[config.mk]
export PLATFORM = sky130hd
export DESIGN_NAME = triangle_setup
export DESIGN_NICKNAME = d
export VERILOG_FILES = /design/src/rtl/gpu_pkg.sv /design/src/rtl/edge_setup.sv /design/src/rtl/triangle_setup.sv
export SDC_FILE = /design/constraint.sdc
export NUM_CORES = 2
export LEC_CHECK = 0
export ABC_CLOCK_PERIOD_IN_PS = 10000
export BUFFER_PORTS_ARGS = -buffer_cell sky130_fd_sc_hd__buf_2
export CORE_ASPECT_RATIO = 0.6
export CORE_MARGIN = 4
export CORE_UTILIZATION = 40
export DETAILED_ROUTE_END_ITERATION = 8
export GPL_ROUTABILITY_DRIVEN = 0
export HOLD_SLACK_MARGIN = 0.15
export PLACE_DENSITY = 0.54
export SLEW_MARGIN = 0
export SYNTH_ARGS = -nofsm -noshare
export SYNTH_HDL_FRONTEND = slang
export SYNTH_SLANG_ARGS = --single-unit
[constraint.sdc]
create_clock -name clk -period 10 [get_ports clk]
set_input_delay 0 -clock clk [delete_from_list [all_inputs] [get_ports clk]]
set_output_delay 0 -clock clk [all_outputs]
set_load 0.01 [all_outputs]
[src/rtl/gpu_pkg.sv]
// rtl/gpu_pkg.sv - shared widths, setup state type and small helpers for triangle setup
package gpu_pkg;

  localparam int SCREEN_W_DEF = 320;
  localparam int SCREEN_H_DEF = 240;

  localparam int X_W    = 9;
  localparam int Y_W    = 8;
  localparam int Z_W    = 16;
  localparam int INV_W  = 32;
  localparam int A_W    = 9;
  localparam int B_W    = 10;
  localparam int P_W    = 17;
  localparam int C_W    = 18;
  localparam int AREA_W = 20;
  localparam int DROP_W = 16;

  typedef enum logic [2:0] {
    ST_IDLE,
    ST_EDGE,
    ST_CMUL,
    ST_CSUM,
    ST_AREA,
    ST_ORIENT,
    ST_ISSUE,
    ST_WAIT
  } setup_state_t;

  function automatic logic [X_W-1:0] min3(input logic [X_W-1:0] a, input logic [X_W-1:0] b,
                                          input logic [X_W-1:0] c);
    logic [X_W-1:0] m;
    m = (a < b) ? a : b;
    return (c < m) ? c : m;
  endfunction

  function automatic logic [X_W-1:0] max3(input logic [X_W-1:0] a, input logic [X_W-1:0] b,
                                          input logic [X_W-1:0] c);
    logic [X_W-1:0] m;
    m = (a > b) ? a : b;
    return (c > m) ? c : m;
  endfunction

  function automatic logic [X_W-1:0] clamp(input logic [X_W-1:0] v, input logic [X_W-1:0] lim);
    return (v > lim) ? lim : v;
  endfunction

  function automatic logic [DROP_W-1:0] sat_inc(input logic [DROP_W-1:0] v);
    return (v == {DROP_W{1'b1}}) ? v : v + 1'b1;
  endfunction

endpackage

[src/rtl/edge_setup.sv]
// rtl/edge_setup.sv - one edge equation (A, B, C) from vertex a to vertex b, staged over
// EDGE/CMUL/CSUM with an in-place negate used to normalise winding.
module edge_setup
  import gpu_pkg::*;
(
  input  logic                  clk,
  input  logic                  rst,
  input  logic [X_W-1:0]        xa,
  input  logic [Y_W-1:0]        ya,
  input  logic [X_W-1:0]        xb,
  input  logic [Y_W-1:0]        yb,
  input  logic                  edge_en,
  input  logic                  cmul_en,
  input  logic                  csum_en,
  input  logic                  neg_en,
  output logic signed [A_W-1:0] a,
  output logic signed [B_W-1:0] b,
  output logic signed [C_W-1:0] c
);

  logic signed [A_W-1:0] a_q, a_d;
  logic signed [B_W-1:0] b_q, b_d;
  logic signed [C_W-1:0] c_q, c_d;
  logic [P_W-1:0]        p1_q, p1_d;
  logic [P_W-1:0]        p2_q, p2_d;

  always_comb begin
    a_d  = a_q;
    b_d  = b_q;
    c_d  = c_q;
    p1_d = p1_q;
    p2_d = p2_q;
    if (edge_en) begin
      a_d = $signed({1'b0, ya}) - $signed({1'b0, yb});
      b_d = $signed({1'b0, xb}) - $signed({1'b0, xa});
    end
    if (cmul_en) begin
      p1_d = P_W'(xa) * P_W'(yb);
      p2_d = P_W'(xb) * P_W'(ya);
    end
    if (csum_en) begin
      c_d = $signed({1'b0, p1_q}) - $signed({1'b0, p2_q});
    end
    if (neg_en) begin
      a_d = -a_q;
      b_d = -b_q;
      c_d = -c_q;
    end
  end

  always_ff @(posedge clk or negedge rst) begin
    if (!rst) begin
      a_q  <= '0;
      b_q  <= '0;
      c_q  <= '0;
      p1_q <= '0;
      p2_q <= '0;
    end else begin
      a_q  <= a_d;
      b_q  <= b_d;
      c_q  <= c_d;
      p1_q <= p1_d;
      p2_q <= p2_d;
    end
  end

  assign a = a_q;
  assign b = b_q;
  assign c = c_q;

endmodule

[src/rtl/triangle_setup.sv]
// rtl/triangle_setup.sv - triangle setup ahead of the rasterizer: edges, bbox, winding, start/done.
// Define BACKFACE_CULL_EN to drop negative-area triangles instead of rasterizing them two-sided.
module triangle_setup
  import gpu_pkg::*;
#(
  parameter int SCREEN_W = SCREEN_W_DEF,
  parameter int SCREEN_H = SCREEN_H_DEF
) (
  input  logic                  clk,
  input  logic                  rst,
  input  logic                  tri_valid,
  output logic                  tri_ready,
  input  logic [X_W-1:0]        vx1,
  input  logic [X_W-1:0]        vx2,
  input  logic [X_W-1:0]        vx3,
  input  logic [Y_W-1:0]        vy1,
  input  logic [Y_W-1:0]        vy2,
  input  logic [Y_W-1:0]        vy3,
  input  logic [Z_W-1:0]        vz1,
  input  logic [Z_W-1:0]        vz2,
  input  logic [Z_W-1:0]        vz3,
  input  logic [INV_W-1:0]      inv_area_in,
  output logic signed [A_W-1:0] a1,
  output logic signed [A_W-1:0] a2,
  output logic signed [A_W-1:0] a3,
  output logic signed [B_W-1:0] b1,
  output logic signed [B_W-1:0] b2,
  output logic signed [B_W-1:0] b3,
  output logic signed [C_W-1:0] c1,
  output logic signed [C_W-1:0] c2,
  output logic signed [C_W-1:0] c3,
  output logic [X_W-1:0]        bbxi,
  output logic [X_W-1:0]        bbxf,
  output logic [Y_W-1:0]        bbyi,
  output logic [Y_W-1:0]        bbyf,
  output logic [Z_W-1:0]        z1,
  output logic [Z_W-1:0]        z2,
  output logic [Z_W-1:0]        z3,
  output logic [INV_W-1:0]      inv_area,
  output logic                  rasterizer_start,
  input  logic                  rasterizer_done,
  output logic [DROP_W-1:0]     drop_count
);

  localparam logic [X_W-1:0] X_LIM = X_W'(SCREEN_W - 1);
  localparam logic [X_W-1:0] Y_LIM = X_W'(SCREEN_H - 1);

  setup_state_t state_q, state_d;

  // Vertex latch captured on accept; separate from the output copies so that
  // outputs only move during the setup states.
  logic [X_W-1:0]           vx_q [3];
  logic [X_W-1:0]           vx_d [3];
  logic [Y_W-1:0]           vy_q [3];
  logic [Y_W-1:0]           vy_d [3];
  logic [Z_W-1:0]           vz_q [3];
  logic [Z_W-1:0]           vz_d [3];
  logic [INV_W-1:0]         inv_in_q, inv_in_d;

  logic [Z_W-1:0]           zo_q [3];
  logic [Z_W-1:0]           zo_d [3];
  logic [INV_W-1:0]         inv_area_q, inv_area_d;
  logic [X_W-1:0]           bbxi_q, bbxi_d, bbxf_q, bbxf_d;
  logic [Y_W-1:0]           bbyi_q, bbyi_d, bbyf_q, bbyf_d;
  logic signed [AREA_W-1:0] area_q, area_d;
  logic                     start_q, start_d;
  logic [DROP_W-1:0]        drop_q, drop_d;

  logic edge_en, cmul_en, csum_en, neg_en;
  logic area_neg, area_zero;

  assign area_neg  = area_q[AREA_W-1];
  assign area_zero = (area_q == '0);
  assign edge_en   = (state_q == ST_EDGE);
  assign cmul_en   = (state_q == ST_CMUL);
  assign csum_en   = (state_q == ST_CSUM);
`ifdef BACKFACE_CULL_EN
  assign neg_en    = 1'b0;
`else
  assign neg_en    = (state_q == ST_ORIENT) && area_neg;
`endif

  edge_setup u_edge1 (
    .clk(clk), .rst(rst),
    .xa(vx_q[0]), .ya(vy_q[0]), .xb(vx_q[1]), .yb(vy_q[1]),
    .edge_en(edge_en), .cmul_en(cmul_en), .csum_en(csum_en), .neg_en(neg_en),
    .a(a1), .b(b1), .c(c1)
  );

  edge_setup u_edge2 (
    .clk(clk), .rst(rst),
    .xa(vx_q[1]), .ya(vy_q[1]), .xb(vx_q[2]), .yb(vy_q[2]),
    .edge_en(edge_en), .cmul_en(cmul_en), .csum_en(csum_en), .neg_en(neg_en),
    .a(a2), .b(b2), .c(c2)
  );

  edge_setup u_edge3 (
    .clk(clk), .rst(rst),
    .xa(vx_q[2]), .ya(vy_q[2]), .xb(vx_q[0]), .yb(vy_q[0]),
    .edge_en(edge_en), .cmul_en(cmul_en), .csum_en(csum_en), .neg_en(neg_en),
    .a(a3), .b(b3), .c(c3)
  );

  always_comb begin
    state_d    = state_q;
    vx_d       = vx_q;
    vy_d       = vy_q;
    vz_d       = vz_q;
    inv_in_d   = inv_in_q;
    zo_d       = zo_q;
    inv_area_d = inv_area_q;
    bbxi_d     = bbxi_q;
    bbxf_d     = bbxf_q;
    bbyi_d     = bbyi_q;
    bbyf_d     = bbyf_q;
    area_d     = area_q;
    start_d    = 1'b0;
    drop_d     = drop_q;
    case (state_q)
      ST_IDLE: begin
        if (tri_valid) begin
          vx_d     = '{vx1, vx2, vx3};
          vy_d     = '{vy1, vy2, vy3};
          vz_d     = '{vz1, vz2, vz3};
          inv_in_d = inv_area_in;
          state_d  = ST_EDGE;
        end
      end
      ST_EDGE: begin
        bbxi_d     = clamp(min3(vx_q[0], vx_q[1], vx_q[2]), X_LIM);
        bbxf_d     = clamp(max3(vx_q[0], vx_q[1], vx_q[2]), X_LIM);
        bbyi_d     = Y_W'(clamp(min3({1'b0, vy_q[0]}, {1'b0, vy_q[1]}, {1'b0, vy_q[2]}), Y_LIM));
        bbyf_d     = Y_W'(clamp(max3({1'b0, vy_q[0]}, {1'b0, vy_q[1]}, {1'b0, vy_q[2]}), Y_LIM));
        zo_d       = vz_q;
        inv_area_d = inv_in_q;
        state_d    = ST_CMUL;
      end
      ST_CMUL: state_d = ST_CSUM;
      ST_CSUM: state_d = ST_AREA;
      ST_AREA: begin
        area_d  = {{(AREA_W-C_W){c1[C_W-1]}}, c1} + {{(AREA_W-C_W){c2[C_W-1]}}, c2}
                + {{(AREA_W-C_W){c3[C_W-1]}}, c3};
        state_d = ST_ORIENT;
      end
      ST_ORIENT: begin
`ifdef BACKFACE_CULL_EN
        if (area_zero || area_neg) begin
`else
        if (area_zero) begin
`endif
          drop_d  = sat_inc(drop_q);
          state_d = ST_IDLE;
        end else begin
          start_d = 1'b1;
          state_d = ST_ISSUE;
        end
      end
      ST_ISSUE: state_d = ST_WAIT;
      ST_WAIT: begin
        if (rasterizer_done) state_d = ST_IDLE;
      end
      default: state_d = ST_IDLE;
    endcase
  end

  always_ff @(posedge clk or negedge rst) begin
    if (!rst) begin
      state_q    <= ST_IDLE;
      for (int i = 0; i < 3; i++) begin
        vx_q[i] <= '0;
        vy_q[i] <= '0;
        vz_q[i] <= '0;
        zo_q[i] <= '0;
      end
      inv_in_q   <= '0;
      inv_area_q <= '0;
      bbxi_q     <= '0;
      bbxf_q     <= '0;
      bbyi_q     <= '0;
      bbyf_q     <= '0;
      area_q     <= '0;
      start_q    <= 1'b0;
      drop_q     <= '0;
    end else begin
      state_q    <= state_d;
      vx_q       <= vx_d;
      vy_q       <= vy_d;
      vz_q       <= vz_d;
      zo_q       <= zo_d;
      inv_in_q   <= inv_in_d;
      inv_area_q <= inv_area_d;
      bbxi_q     <= bbxi_d;
      bbxf_q     <= bbxf_d;
      bbyi_q     <= bbyi_d;
      bbyf_q     <= bbyf_d;
      area_q     <= area_d;
      start_q    <= start_d;
      drop_q     <= drop_d;
    end
  end

  assign tri_ready        = (state_q == ST_IDLE);
  assign rasterizer_start = start_q;
  assign drop_count       = drop_q;
  assign bbxi             = bbxi_q;
  assign bbxf             = bbxf_q;
  assign bbyi             = bbyi_q;
  assign bbyf             = bbyf_q;
  assign z1               = zo_q[0];
  assign z2               = zo_q[1];
  assign z3               = zo_q[2];
  assign inv_area         = inv_area_q;

endmodule

Yosys cells after proc, flatten, opt, wreduce, memory -nomap -nowiden:

Cells that the tools add are included.

* add/sub/neg operators: 21
* $mul: 6
* order comparisons: 12
* equality and inequality tests: 10
* multiplexer cells: 36
* bitwise operators: 1
* reductions and logical operators: 8

Operator list (number)
* $mux 18: 6
* $mux 9: 12
* $mul 9x8->17: 6
* $mux 10: 6
* $neg 18->18: 3
* $sub 17x17->18: 3
* $mux 8: 6
* $neg 10->10: 3
* $sub 9x9->10: 3
* $neg 9->9: 3
* $sub 8x8->9: 3
* $pmux 3 s8: 1
* $add 19x18->20: 1
* $logic_not 20->1: 1
* $add 18x18->19: 1
* $gt 9x9->1: 2
* $gt 9x9->1 const B: 2
* $lt 9x9->1: 2
* $add 16x1->16 const B: 1
* $eq 16x16->1 const B: 1
* $gt 8x8->1: 2
* $gt 8x8->1 const B: 2
* $lt 8x8->1: 2
* $eq 3x3->1 const B: 4
* other kinds (11): 18

* register bits: 498
* input port bits: 135
* output and inout bits: 243

Logic depth before layout (Yosys ltp):

* word-level depth: 6
* depth in mapped cells: 21
* mapped depth without buffers: 19

Hierarchy:

From an unflattened synthesis, not the netlist that was laid out.

* cell total of the unflattened synthesis: 4555
* area total of the unflattened synthesis: 42225.5 um2

Modules (own cells, without submodules)
* triangle_setup: times used 1, cells each 1274, area an instance 13728.2 um2, seq. area each 7131.8 um2
* edge_setup at u_edge3: times used 1, cells each 1102, area an instance 9609.2 um2, seq. area each 1776.7 um2
* edge_setup at u_edge1: times used 1, cells each 1104, area an instance 9507.9 um2, seq. area each 1776.7 um2
* edge_setup at u_edge2: times used 1, cells each 1075, area an instance 9380.2 um2, seq. area each 1776.7 um2

Least setup slack after synthesis:

OpenSTA, ideal clock, no wires.

* path type: reg2reg
* from: register vy_q[19] in the netlist's numbering
* to: register u_edge3.p1_q[16]
* setup time: 0.117 ns
* arrival: 4.904 ns
* required time: 9.883 ns
* path slack: 4.978 ns
* cell stages (with the launch flop): 20
* path buffers: 2
* clock period less this slack: 5.022 ns
* path through: dfrtp_1 -> clkbuf_1 -> inv_1 -> buf_1 -> nor2_1 -> fa_1 -> fa_1 -> inv_1 -> fa_1 -> fa_1 -> inv_1 -> ha_1 -> o21a_1 -> a2111oi_0 -> o31ai_1 -> o41ai_1 -> o21ai_1 -> xnor2_1 -> nand2_1 -> nand2_1

* word-level cells in the longest chain between the ends: 1

RTL lines
* start, declared: RTL line triangle_setup.sv:54 `logic [Y_W-1:0] vy_q [3];`
* start signal, assigned: RTL line triangle_setup.sv:187 `vy_q <= vy_d;`
* $mul 9x8->17: RTL line edge_setup.sv:38 `p1_d = P_W'(xa) * P_W'(yb);`
* end signal, assigned: RTL line edge_setup.sv:62 `p1_q <= p1_d;`
* end, declared: RTL line edge_setup.sv:24 `logic [P_W-1:0] p1_q, p1_d;`

No other way between the ends.
A chain may end at the register's enable or synchronous reset.

Worst setup path after layout:

* from: register vx_q[3] in the netlist's numbering
* to: register u_edge3.p1_q[16]

* word-level cells in the longest chain between the ends: 1

RTL lines
* start, declared: RTL line triangle_setup.sv:52 `logic [X_W-1:0] vx_q [3];`
* start signal, assigned: RTL line triangle_setup.sv:186 `vx_q <= vx_d;`
* $mul 9x8->17: RTL line edge_setup.sv:38

No other way between the ends.

==> flow_summary.toml <==
[drt]
drc = 0
drtAntennaViolNets = 0
firstDrtPassIters = 6
post_drt_wl_per_cell_um = 22.71
routed_wl_um = 147100
vias = 35360
dr.first_iter.drc_count = 3507
vias_per_cell = 5.457

[synth]
syn_inst = 4605
synth_ff_type = "dfrtp_1"
yosysWarnings = 0
ys_seq_area_share_pct = 30.88
async_flop_share_pct = 100.0
syn_area_per_cell_um2 = 8.764
synthesis.nets = 5404
netlist_area_mm2 = 0.04036
ys_ff_latch = 498
ys_types = 80
synth_edf_count = 0

[worst_setup_path]
r2r_setup_slack_ps = 3920
timing.rr.start = "vx_q[3]"
cp.arrival_ps = 6640
startpoint_type = "register"
crit-reg2reg-capture = "u_edge3.p1_q[16]"
worstSetupEndpoint = "u_edge3.p1_q[16]"
cp_max_fo = 14
cp-end-kind = "register"
cp-startpoint = "vx_q[3]"
crit_required_ps = 10560
worstSetupPathType = "reg -> reg"
reg2reg_depth = 17

[clock_tree]
clk_pin_slew_worst_paths_ps = 80
clk_latency_ps = 650
cts_root_buffer = "clkbuf_16"
h-tree-depth = 2
cts-buffers-inserted = 54
clock_sink_count = 498
cts_max_path_buffers = 3
cts_tree = "built"

[floorplanning]
rows = 89
fp.dieW_um = 418.1
die_h_um = 254.0
io_pins = 378
dieArea_mm2 = 0.1062
initial_core_util_pct = 40.67
core_area_mm2 = 0.09922

[worst_hold_path]
hold_class = "in -> reg"

[sta]
min_period_ps = 6081
setup_viol = 0
fin_crit_sh_pct = 60.81
tns_ps = 0
finalHoldViolCount = 0
worst_slew_pin_slew_ps = 1548
fmax_mhz = 164.4
max_slew_margin_pct = -4.303
setup_slack_ps = 3919
rsz0062_at_grt = "no"
worst_clock_skew_ps = 41.63
drv_slew = 2

[finish]
final_cell_mix = "nand2_1 (789), dfrtp_1 (498), inv_1 (446), nor2_1 (446), ha_1 (384)"
final_cell_area_mm2 = 0.04778
final_common_cell = "nand2_1"
drive_gt1_share_pct = 12.34
area_growth_pct = 18.39
nets = 5914

[global_routing]
grt_antenna_before_repair = 6
grt_pass1_vias = 33890
grt_util_all_layers_pct = 27.39
grt_overflow = 0
grt_pass1_wl_um = 221100
grt_max_degree = 152

[place]
postPlaceCellArea_mm2 = 0.04352
place_ws_ps = 4107
place.detailed.hpwl_um = 111700
port_buffers = 377

[run_status]
status = "finished, violations left"
violations = "max-capacitance violations, max-slew violations"

[run]
drv_cap = 1
==> stage by stage <==
step	cells	hold slack (ps)	util, %
floorplan	4605	-295.6	-
global placement	6137	92.46	43.86
detailed placement	6137	92.15	43.86
CTS	6475	154.7	48.14
global route	6476	168.8	48.14
finish	6479	169.5	48.15
==> kinds of logic after synthesis <==
logic type	count (synthesis)	share of synthesized area [%]
fa+ha+maj	664	25.80
buf+inv	672	6.272
simple gates	1643	17.40
compound gates	855	13.15
mux	103	2.818
xor+xnor	170	3.689
flops	498	30.88
==> critical path: stages, from the launching register on <==
cell and delay [ps]:
dfrtp_1 860, clkinv_1 570, nor2_1 280, fa_1 460
ha_1 290, inv_1 50, fa_1 510, fa_1 540
inv_1 40, ha_1 320, o21a_1 130, a2111oi_0 670
o31ai_1 240, o41ai_1 490, o21ai_1 170, xnor2_1 190
nand2_1 70, nand2_1 90
==> worst min-delay path by stage <==
stage	slack, ps	cells after the start	start	to
after floorplan	-300	0	rst	area_q[0]
after global placement	90	1	rst	u_edge1.c[0]
after detailed placement	90	1	rst	u_edge1.p2_q[1]
after CTS	150	4	vy2[0]	vy_q[8]
after global routing	170	4	vy3[3]	vy_q[3]
final	170	4	vy2[0]	vy_q[8]
==> registers in the layout (all words and copies together) (netlist names), 17 cells and up <==
register	cells
area_q	20
inv_area	32
inv_in_q	32
u_edge1.c	18
u_edge1.p1_q	17
u_edge1.p2_q	17
u_edge2.c	18
u_edge2.p1_q	17
u_edge2.p2_q	17
u_edge3.c	18
u_edge3.p1_q	17
u_edge3.p2_q	17
vx_q	27
vy_q	24
vz_q	48
==> area by class of cell <==
| type | instances | area, um2 |
|---|---|---|
| Antenna cell | 4 | 10.01 |
| Clock buffer | 75 | 1570 |
| Clock inverter | 22 | 246.5 |
| Fill cell | 9528 | 51440 |
| Inverter | 463 | 1738 |
| Multi-Input combinational cell | 3435 | 25410 |
| Sequential cell | 498 | 12460 |
| Tap cell | 1319 | 1650 |
| Timing Repair Buffer | 663 | 4690 |
==> cell usage after synthesis, types with 8 or more instances <==
| cell type | instances | area (um2) |
|---|---|---|
| clkbuf_1 | 175 | 656.9 |
| mux2i_1 | 18 | 180.2 |
| nand2b_1 | 28 | 175.2 |
| o22ai_1 | 15 | 93.84 |
| nand2_1 | 791 | 2969 |
| or3_1 | 45 | 281.5 |
| mux2_2 | 85 | 957.2 |
| or2_2 | 10 | 62.56 |
| and3_1 | 22 | 137.6 |
| a211oi_1 | 24 | 180.2 |
| xnor2_1 | 95 | 832.1 |
| a311oi_1 | 8 | 70.07 |
| o41ai_1 | 10 | 87.58 |
| o31ai_1 | 18 | 135.1 |
| a21oi_1 | 204 | 1021 |
| nor3b_1 | 9 | 67.56 |
| a21boi_0 | 19 | 142.6 |
| clkinv_1 | 17 | 63.81 |
| a41oi_1 | 8 | 70.07 |
| nor2b_1 | 34 | 212.7 |
| o31a_1 | 9 | 78.83 |
| a211o_1 | 9 | 78.83 |
| nand3_1 | 80 | 400.4 |
| nor3_1 | 107 | 535.5 |
| nor2_1 | 449 | 1685 |
| o211ai_1 | 10 | 75.07 |
| fa_1 | 280 | 5605 |
| inv_1 | 446 | 1674 |
| dfrtp_1 | 498 | 12460 |
| nand4_1 | 20 | 125.1 |
| o221ai_1 | 10 | 87.58 |
| nor4_1 | 11 | 68.82 |
| o21ai_1 | 17 | 85.08 |
| o21a_1 | 36 | 270.3 |
| and2_1 | 11 | 68.82 |
| o211a_1 | 8 | 80.08 |
| xor2_1 | 75 | 656.9 |
| ha_1 | 384 | 4805 |
| buf_1 | 29 | 108.9 |
| o21ai_0 | 299 | 1496 |
| a21o_1 | 38 | 285.3 |
| a31oi_1 | 35 | 219.0 |
| a221o_1 | 17 | 170.2 |
| o21bai_1 | 10 | 75.07 |
==> layer usage <==
layer  routed length, um  GRT usage [%]
met1               69620          41.96
met2               58030          36.86
met3               15880          8.979
met4                3540          6.221
met5                  52              0
==> repair_timing <==
action / CTS / global route
hold buffers: 241 / 0
buffers inserted: 0 / 0
hold endpoints to repair: 249 / 0
gates resized for setup: 0 / 0
endpoints found under the setup margin: 0 / 0
Power is left out: the tool's default activity adds up to more than one toggle a clock period on the data nets, which glitch-free logic cannot reach.
